**config.mk**
```make
export PLATFORM = sky130hd
export DESIGN_NAME = score_keeper_flat
export DESIGN_NICKNAME = d
export VERILOG_FILES = /design/src/rtl/score_keeper_pkg.sv /design/src/rtl/score_keeper_if.sv /design/src/rtl/score_keeper_bcd_serial.sv /design/src/rtl/score_keeper.sv /design/src/flat_wrapper.sv
export SDC_FILE = /design/constraint.sdc
export NUM_CORES = 1
export LEC_CHECK = 0
export CAP_MARGIN = 5
export CELL_PAD_IN_SITES_DETAIL_PLACEMENT = 0
export CELL_PAD_IN_SITES_GLOBAL_PLACEMENT = 1
export CORE_ASPECT_RATIO = 0.7
export CORE_MARGIN = 4
export CORE_UTILIZATION = 46
export CTS_CLUSTER_SIZE = 40
export DETAILED_ROUTE_END_ITERATION = 8
export HOLD_SLACK_MARGIN = 0.08
export PLACE_DENSITY_LB_ADDON = 0.1
export SKIP_LAST_GASP = 1
export SYNTH_ARGS = -nofsm -noshare
export SYNTH_HDL_FRONTEND = slang
export SYNTH_SLANG_ARGS = --single-unit
export TNS_END_PERCENT = 10
```
**constraint.sdc**
```tcl
create_clock -name clk -period 7 [get_ports clk]
set_clock_uncertainty 0.1 [all_clocks]
set_input_delay 1.05 -clock clk [delete_from_list [all_inputs] [get_ports clk]]
set_output_delay 1.05 -clock clk [all_outputs]
set_load 0.02 [all_outputs]
```
**src/rtl/score_keeper_pkg.sv**
```systemverilog
// Shared types and constants for the HUD score keeper.
// Point values, saturation limit, game mode and BCD word types.
package score_keeper_pkg;

    typedef enum logic [1:0] {
        GAME_MODE_LOADING,
        GAME_MODE_READY,
        GAME_MODE_PLAYING,
        GAME_MODE_OVER
    } game_mode_t;

    typedef enum logic [1:0] {
        CONV_IDLE,
        CONV_S,
        CONV_H,
        CONV_PUBLISH
    } conv_state_t;

    localparam int unsigned PTS_PELLET     = 10;
    localparam int unsigned PTS_POWER      = 50;
    localparam int unsigned PTS_GHOST_BASE = 200;
    localparam int unsigned MAX_SCORE      = 9999;

    typedef logic [3:0][3:0] bcd4_t;

endpackage

```
**src/rtl/score_keeper_if.sv**
```systemverilog
// Game-side bundle for the score keeper: mode, events, scores.
// master drives events, slave is the score keeper itself.
interface score_keeper_if;
    import score_keeper_pkg::*;

    game_mode_t  MODE;
    logic        frame_start;
    logic        ev_pellet;
    logic        ev_power;
    logic        ev_ghost;
    logic [15:0] score;
    logic [15:0] high_score;
    bcd4_t       score_bcd;
    bcd4_t       high_bcd;
    logic        bcd_valid;

    modport master (
        output MODE, frame_start, ev_pellet, ev_power, ev_ghost,
        input  score, high_score, score_bcd, high_bcd, bcd_valid
    );

    modport slave (
        input  MODE, frame_start, ev_pellet, ev_power, ev_ghost,
        output score, high_score, score_bcd, high_bcd, bcd_valid
    );

endinterface

```
**src/rtl/score_keeper_bcd_serial.sv**
```systemverilog
// Serial double-dabble: one bit per cycle, add-3 then shift.
// start loads the operand; done pulses once the last bit is in.
module bcd_serial #(
    parameter int BIN_WIDTH  = 16,
    parameter int BCD_DIGITS = 4
) (
    input  logic                    clk,
    input  logic                    rst_n,
    input  logic                    start,
    input  logic [BIN_WIDTH-1:0]    binary,
    output logic                    busy,
    output logic                    done,
    output logic [4*BCD_DIGITS-1:0] bcd
);

    localparam int CW = $clog2(BIN_WIDTH + 1);

    logic [BIN_WIDTH-1:0]    sr;
    logic [4*BCD_DIGITS-1:0] adj;
    logic [CW-1:0]           cnt;

    // Add 3 to every digit that will overflow past 9 on the shift.
    always_comb begin
        adj = bcd;
        for (int i = 0; i < BCD_DIGITS; i++) begin
            if (bcd[4*i +: 4] >= 4'd5)
                adj[4*i +: 4] = bcd[4*i +: 4] + 4'd3;
        end
    end

    // Load on start when idle, otherwise shift one bit per cycle.
    always_ff @(posedge clk or negedge rst_n) begin
        if (!rst_n) begin
            sr   <= '0;
            bcd  <= '0;
            cnt  <= '0;
            busy <= 1'b0;
            done <= 1'b0;
        end else begin
            done <= 1'b0;
            if (!busy) begin
                if (start) begin
                    sr   <= binary;
                    bcd  <= '0;
                    cnt  <= CW'(BIN_WIDTH);
                    busy <= 1'b1;
                end
            end else begin
                {bcd, sr} <= {adj, sr} << 1;
                cnt       <= cnt - CW'(1);
                if (cnt == CW'(1)) begin
                    busy <= 1'b0;
                    done <= 1'b1;
                end
            end
        end
    end

endmodule

```
**src/rtl/score_keeper.sv**
```systemverilog
// Running score, high score and frame-synchronous BCD publishing.
// Both snapshots convert back to back and publish in one edge.
module score_keeper
    import score_keeper_pkg::*;
(
    input  logic          clk,
    input  logic          rst_n,
    score_keeper_if.slave bus
);

    game_mode_t  prev_mode;
    logic [1:0]  combo;
    logic        allow;
    logic        enter_ready;
    logic [16:0] ghost_pts;
    logic [16:0] inc;
    logic [16:0] sum;
    logic [15:0] next_score;

    conv_state_t state;
    logic        pending;
    logic [15:0] snap_h;
    logic [15:0] conv_bin;
    logic        conv_start;
    logic        conv_busy;
    logic        conv_done;
    bcd4_t       conv_bcd;
    bcd4_t       res_s;

    // Next score: clear on entry to READY, saturating add while playing.
    always_comb begin
        allow = !(bus.MODE == GAME_MODE_LOADING ||
                  bus.MODE == GAME_MODE_READY);
        enter_ready = (bus.MODE == GAME_MODE_READY) &&
                      (prev_mode != GAME_MODE_READY);
        ghost_pts = 17'(PTS_GHOST_BASE) << combo;
        inc = (bus.ev_pellet ? 17'(PTS_PELLET) : 17'd0)
            + (bus.ev_power  ? 17'(PTS_POWER)  : 17'd0)
            + (bus.ev_ghost  ? ghost_pts       : 17'd0);
        sum = {1'b0, bus.score} + inc;
        next_score = bus.score;
        if (enter_ready)
            next_score = '0;
        else if (allow)
            next_score = (sum > 17'(MAX_SCORE)) ?
                         16'(MAX_SCORE) : sum[15:0];
    end

    // Score, high score and ghost combo registers.
    always_ff @(posedge clk or negedge rst_n) begin
        if (!rst_n) begin
            prev_mode      <= GAME_MODE_LOADING;
            combo          <= '0;
            bus.score      <= '0;
            bus.high_score <= '0;
        end else begin
            prev_mode <= bus.MODE;
            bus.score <= next_score;
            if (next_score > bus.high_score)
                bus.high_score <= next_score;
            if (allow) begin
                if (bus.ev_power)
                    combo <= '0;
                else if (bus.ev_ghost && combo != 2'd3)
                    combo <= combo + 2'd1;
            end
        end
    end

    bcd_serial #(
        .BIN_WIDTH  (16),
        .BCD_DIGITS (4)
    ) u_bcd (
        .clk    (clk),
        .rst_n  (rst_n),
        .start  (conv_start),
        .binary (conv_bin),
        .busy   (conv_busy),
        .done   (conv_done),
        .bcd    (conv_bcd)
    );

    // Conversion sequencer: snapshot, convert score, convert high, publish.
    always_ff @(posedge clk or negedge rst_n) begin
        if (!rst_n) begin
            state         <= CONV_IDLE;
            pending       <= 1'b0;
            snap_h        <= '0;
            conv_bin      <= '0;
            conv_start    <= 1'b0;
            res_s         <= '0;
            bus.score_bcd <= '0;
            bus.high_bcd  <= '0;
            bus.bcd_valid <= 1'b0;
        end else begin
            conv_start    <= 1'b0;
            bus.bcd_valid <= 1'b0;
            unique case (state)
                CONV_IDLE: begin
                    if ((bus.frame_start || pending) && !conv_busy) begin
                        snap_h     <= bus.high_score;
                        conv_bin   <= bus.score;
                        pending    <= 1'b0;
                        conv_start <= 1'b1;
                        state      <= CONV_S;
                    end
                end
                CONV_S: begin
                    if (bus.frame_start)
                        pending <= 1'b1;
                    if (conv_done) begin
                        res_s      <= conv_bcd;
                        conv_bin   <= snap_h;
                        conv_start <= 1'b1;
                        state      <= CONV_H;
                    end
                end
                CONV_H: begin
                    if (bus.frame_start)
                        pending <= 1'b1;
                    if (conv_done) begin
                        bus.score_bcd <= res_s;
                        bus.high_bcd  <= conv_bcd;
                        bus.bcd_valid <= 1'b1;
                        state         <= CONV_PUBLISH;
                    end
                end
                CONV_PUBLISH: begin
                    if (bus.frame_start)
                        pending <= 1'b1;
                    state <= CONV_IDLE;
                end
                default: state <= CONV_IDLE;
            endcase
        end
    end

endmodule

```
**src/flat_wrapper.sv**
```systemverilog
// flat-port wrapper written by rule: the top's interface ports become plain ports
module score_keeper_flat import score_keeper_pkg::*;
  (clk, rst_n, bus_MODE, bus_frame_start, bus_ev_pellet, bus_ev_power, bus_ev_ghost, bus_score, bus_high_score, bus_score_bcd, bus_high_bcd, bus_bcd_valid);
  score_keeper_if bus_i ();
  input  logic clk;
  input  logic rst_n;
  input wire logic [$bits(bus_i.MODE)-1:0] bus_MODE;
  input wire logic [$bits(bus_i.frame_start)-1:0] bus_frame_start;
  input wire logic [$bits(bus_i.ev_pellet)-1:0] bus_ev_pellet;
  input wire logic [$bits(bus_i.ev_power)-1:0] bus_ev_power;
  input wire logic [$bits(bus_i.ev_ghost)-1:0] bus_ev_ghost;
  output wire logic [$bits(bus_i.score)-1:0] bus_score;
  output wire logic [$bits(bus_i.high_score)-1:0] bus_high_score;
  output wire logic [$bits(bus_i.score_bcd)-1:0] bus_score_bcd;
  output wire logic [$bits(bus_i.high_bcd)-1:0] bus_high_bcd;
  output wire logic [$bits(bus_i.bcd_valid)-1:0] bus_bcd_valid;
  assign bus_i.MODE = bus_MODE;
  assign bus_i.frame_start = bus_frame_start;
  assign bus_i.ev_pellet = bus_ev_pellet;
  assign bus_i.ev_power = bus_ev_power;
  assign bus_i.ev_ghost = bus_ev_ghost;
  assign bus_score = bus_i.score;
  assign bus_high_score = bus_i.high_score;
  assign bus_score_bcd = bus_i.score_bcd;
  assign bus_high_bcd = bus_i.high_bcd;
  assign bus_bcd_valid = bus_i.bcd_valid;
  score_keeper u_core (.clk(clk), .rst_n(rst_n), .bus(bus_i));
endmodule
```
==> impl_metrics.json <==
{
  "rrSetupSlack_ns": 1.44,
  "clock.fmax_mhz": 165,
  "worst_ep_arrival_time_ns": 6.28,
  "drc": 0,
  "final_common_cell": "dfrtp_1",
  "whs_ns": 0.379,
  "synth.avg_cell_area_um2": 10.5,
  "worst_slack_ns": 0.926,
  "clock_sinks": 160,
  "cap_violations": 0,
  "setup_viol": 0,
  "final_cell_mix": "dfrtp_1, nand2_1, clkdlybuf4s50_1, o21ai_0, ha_1",
  "power_per_cell_area_nw_per_um2": 410,
  "cts-resized-gates": 0,
  "holdPathEnd": "u_core.snap_h[6]$_DFFE_PN0P_",
  "nets": 910,
  "syn-cell-area_um2": 8160,
  "hold_depth": 2,
  "reg2reg_to": "u_core.bus.high_score[5]$_DFFE_PN0N_",
  "core_um2": 17300,
  "ff2ff_path_depth": 22,
  "hold_start": "u_core.snap_h[6]$_DFFE_PN0P_",
  "wl_um": 18000,
  "synth_nets": 843,
  "drv_slew": 0,
  "synth_edf_count": 0,
  "worstSetupStartpointType": "input pin",
  "hold_violations": 0,
  "drt-initial-drc-count": 471,
  "clock_tree.buffer_depth": 2,
  "start_util_pct": 47.2,
  "drt-pass1-iter-count": 6,
  "ant_nets": 0,
  "post-route-period-util_pct": 86.8,
  "grt_pass1_wl_um": 30800,
  "ys_ff_latch": 160,
  "synth.distinct_cells": 63,
  "die_x_um": 167,
  "synthFlopType": "dfrtp_1",
  "synth_warnings": 0,
  "leakage_nw": 4.41,
  "num_rows": 40,
  "cts_max_level": 4,
  "post_cts_buffers": 0,
  "async_reset_ff_share_pct": 100,
  "area_delta_synth_final_pct": 18.8,
  "ir_worst_vdd_mv": 0.177,
  "hpwl_um": 12900,
  "fin_crit_ns": 6.07,
  "grt_pass1_vias": 5807,
  "overflow": 0,
  "rsz0062_at_grt": "no",
  "dieArea_um2": 20000,
  "clk_latency_ns": 0.42,
  "dpl_cell_area_um2": 9110,
  "relSlewSlack_pct": 28.2,
  "fin_tns_setup_ns": 0,
  "hold_class": "register to register",
  "path_max_fanout": 22,
  "n_antenna_cell": 0,
  "vias": 5833,
  "routedWlPerCell_um": 16.5,
  "status": "finished, final reports clean",
  "utilization_pct": 56.1,
  "via_per_inst": 5.35,
  "critPathKind": "input pin to register",
  "cts_tree": "yes",
  "io_pins": 73,
  "grt_use_total_pct": 18.9,
  "die_y_um": 119,
  "end_kind": "register",
  "fillCellCount": 1560,
  "seq_area_frac_synth_pct": 49.1,
  "gp_congestion": 0.823,
  "syn_inst": 780,
  "io_buffers": 72,
  "drive_gt1_share_pct": 12.6,
  "r2r_start": "u_core.combo[0]$_DFFE_PN0P_",
  "worst_slew_pin_slew_ns": 1.08,
  "cts-buffers-inserted": 17,
  "path_clk_slew_ns": 0.06,
  "ctsHoldBuffers": 0,
  "post-place-ws_ns": 0.521,
  "required_ns": 7.20,
  "antenna_found_initial": 0,
  "root_buffer": "clkbuf_16",
  "fin_area_um2": 9690,
  "grt_max_degree": 104
}
-- where the power goes --
group	internal (mW)	switching (mW)
Sequential	1.19	0.226
Clock	0.534	0.379
Combinational	0.718	0.928
Total	2.44	1.53
-- logic make-up (layout without fill, tap and decap cells) --
| group | count (synthesis) | after routing | synth area share, % |
|---|---|---|---|
| simple gates | 195 | 195 | 11.2 |
| flops | 160 | 160 | 49.1 |
| mux | 80 | 80 | 10.5 |
| compound gates | 192 | 192 | 15.0 |
| fa+ha+maj | 55 | 55 | 8.71 |
| xor+xnor | 14 | 14 | 1.50 |
| buf+inv | 84 | 164 | 4.02 |
-- registers in the layout (all words and copies together) (netlist names), 2 cells and up --
| name | flops |
|---|---|
| u_core.u_bcd.bcd | 16 |
| u_core.conv_bin | 16 |
| u_core.bus.high_score | 16 |
| u_core.u_bcd.sr | 16 |
| u_core.state | 2 |
| u_core.bus.high_bcd | 16 |
| u_core.bus.score_bcd | 16 |
| u_core.u_bcd.cnt | 5 |
| u_core.res_s | 16 |
| u_core.bus.score | 16 |
| u_core.combo | 2 |
| u_core.snap_h | 16 |
| u_core.prev_mode | 2 |
-- worst max-delay path by stage --
stage	start	end	slack, ns	cells past startpoint
6_report	bus_ev_ghost	u_core.bus.high_score[5]$_DFFE_PN0N_	0.93	22
5_1_grt	bus_ev_ghost	u_core.bus.high_score[5]$_DFFE_PN0N_	0.61	22
4_1_cts	bus_ev_ghost	u_core.bus.high_score[5]$_DFFE_PN0N_	0.94	22
3_5_place_dp	bus_ev_ghost	u_core.bus.high_score[5]$_DFFE_PN0N_	0.52	22
3_3_place_gp	bus_ev_ghost	u_core.bus.high_score[0]$_DFFE_PN0N_	0.60	22
2_1_floorplan	bus_ev_power	u_core.bus.high_score[0]$_DFFE_PN0N_	1.47	21
-- Yosys cell counts (6+ instances only) --
master,instances,area (um^2)
dfrtp_1,160,4000
nand2_1,93,349
o21ai_0,68,340
ha_1,52,651
a21oi_1,49,245
inv_1,49,184
mux2_2,44,495
nor2_1,39,146
mux2i_1,36,360
clkbuf_1,28,105
nand2b_1,18,113
o31ai_1,12,90.1
xor2_1,8,70.1
a31oi_2,7,87.6
nand4_1,7,43.8
nor2b_1,7,43.8
a31oi_1,6,37.5
and2_1,6,37.5
xnor2_1,6,52.6
-- per-stage QoR --
stage	total power, mW	std cells
2_1_floorplan	2.57	780
3_3_place_gp	3.01	1059
3_5_place_dp	3.08	1059
4_1_cts	4.01	1091
5_1_grt	4.30	1091
6_report	3.97	1091
-- per-layer routing --
layer	vias to the layer above	routed length, um	track usage, %
li1	2863	-	-
met1	2849	9560	30.0
met2	111	7450	26.1
met5	-	0	0
met3	10	837	4.18
met4	0	125	4.56
-- critical path, stage by stage --
cell	delay, ns
clkdlybuf4s50_1	0.60
nand2_1	0.11
fa_1	0.50
inv_1	0.04
ha_1	0.35
a21oi_2	0.19
a211oi_1	0.08
or3_1	0.37
a2111oi_0	0.50
nor4_1	0.12
o21ai_2	0.13
buf_4	0.24
a31oi_2	0.14
ha_1	0.31
nor2b_1	0.13
o21a_1	0.11
o21ai_0	0.08
a21oi_1	0.24
o31ai_1	0.11
a32oi_1	0.20
buf_4	0.30
mux2_2	0.37
-- final cells by class --
type	count	area, um^2	area share [%]
Multi-Input combinational cell	536	3830	39.5
Inverter	49	184	1.90
Sequential cell	160	4010	41.3
Clock buffer	19	443	4.57
Clock inverter	13	139	1.43
Timing Repair Buffer	83	805	8.30
Tap cell	231	289	2.98
Note: power is estimated with default switching activity, not from simulation.
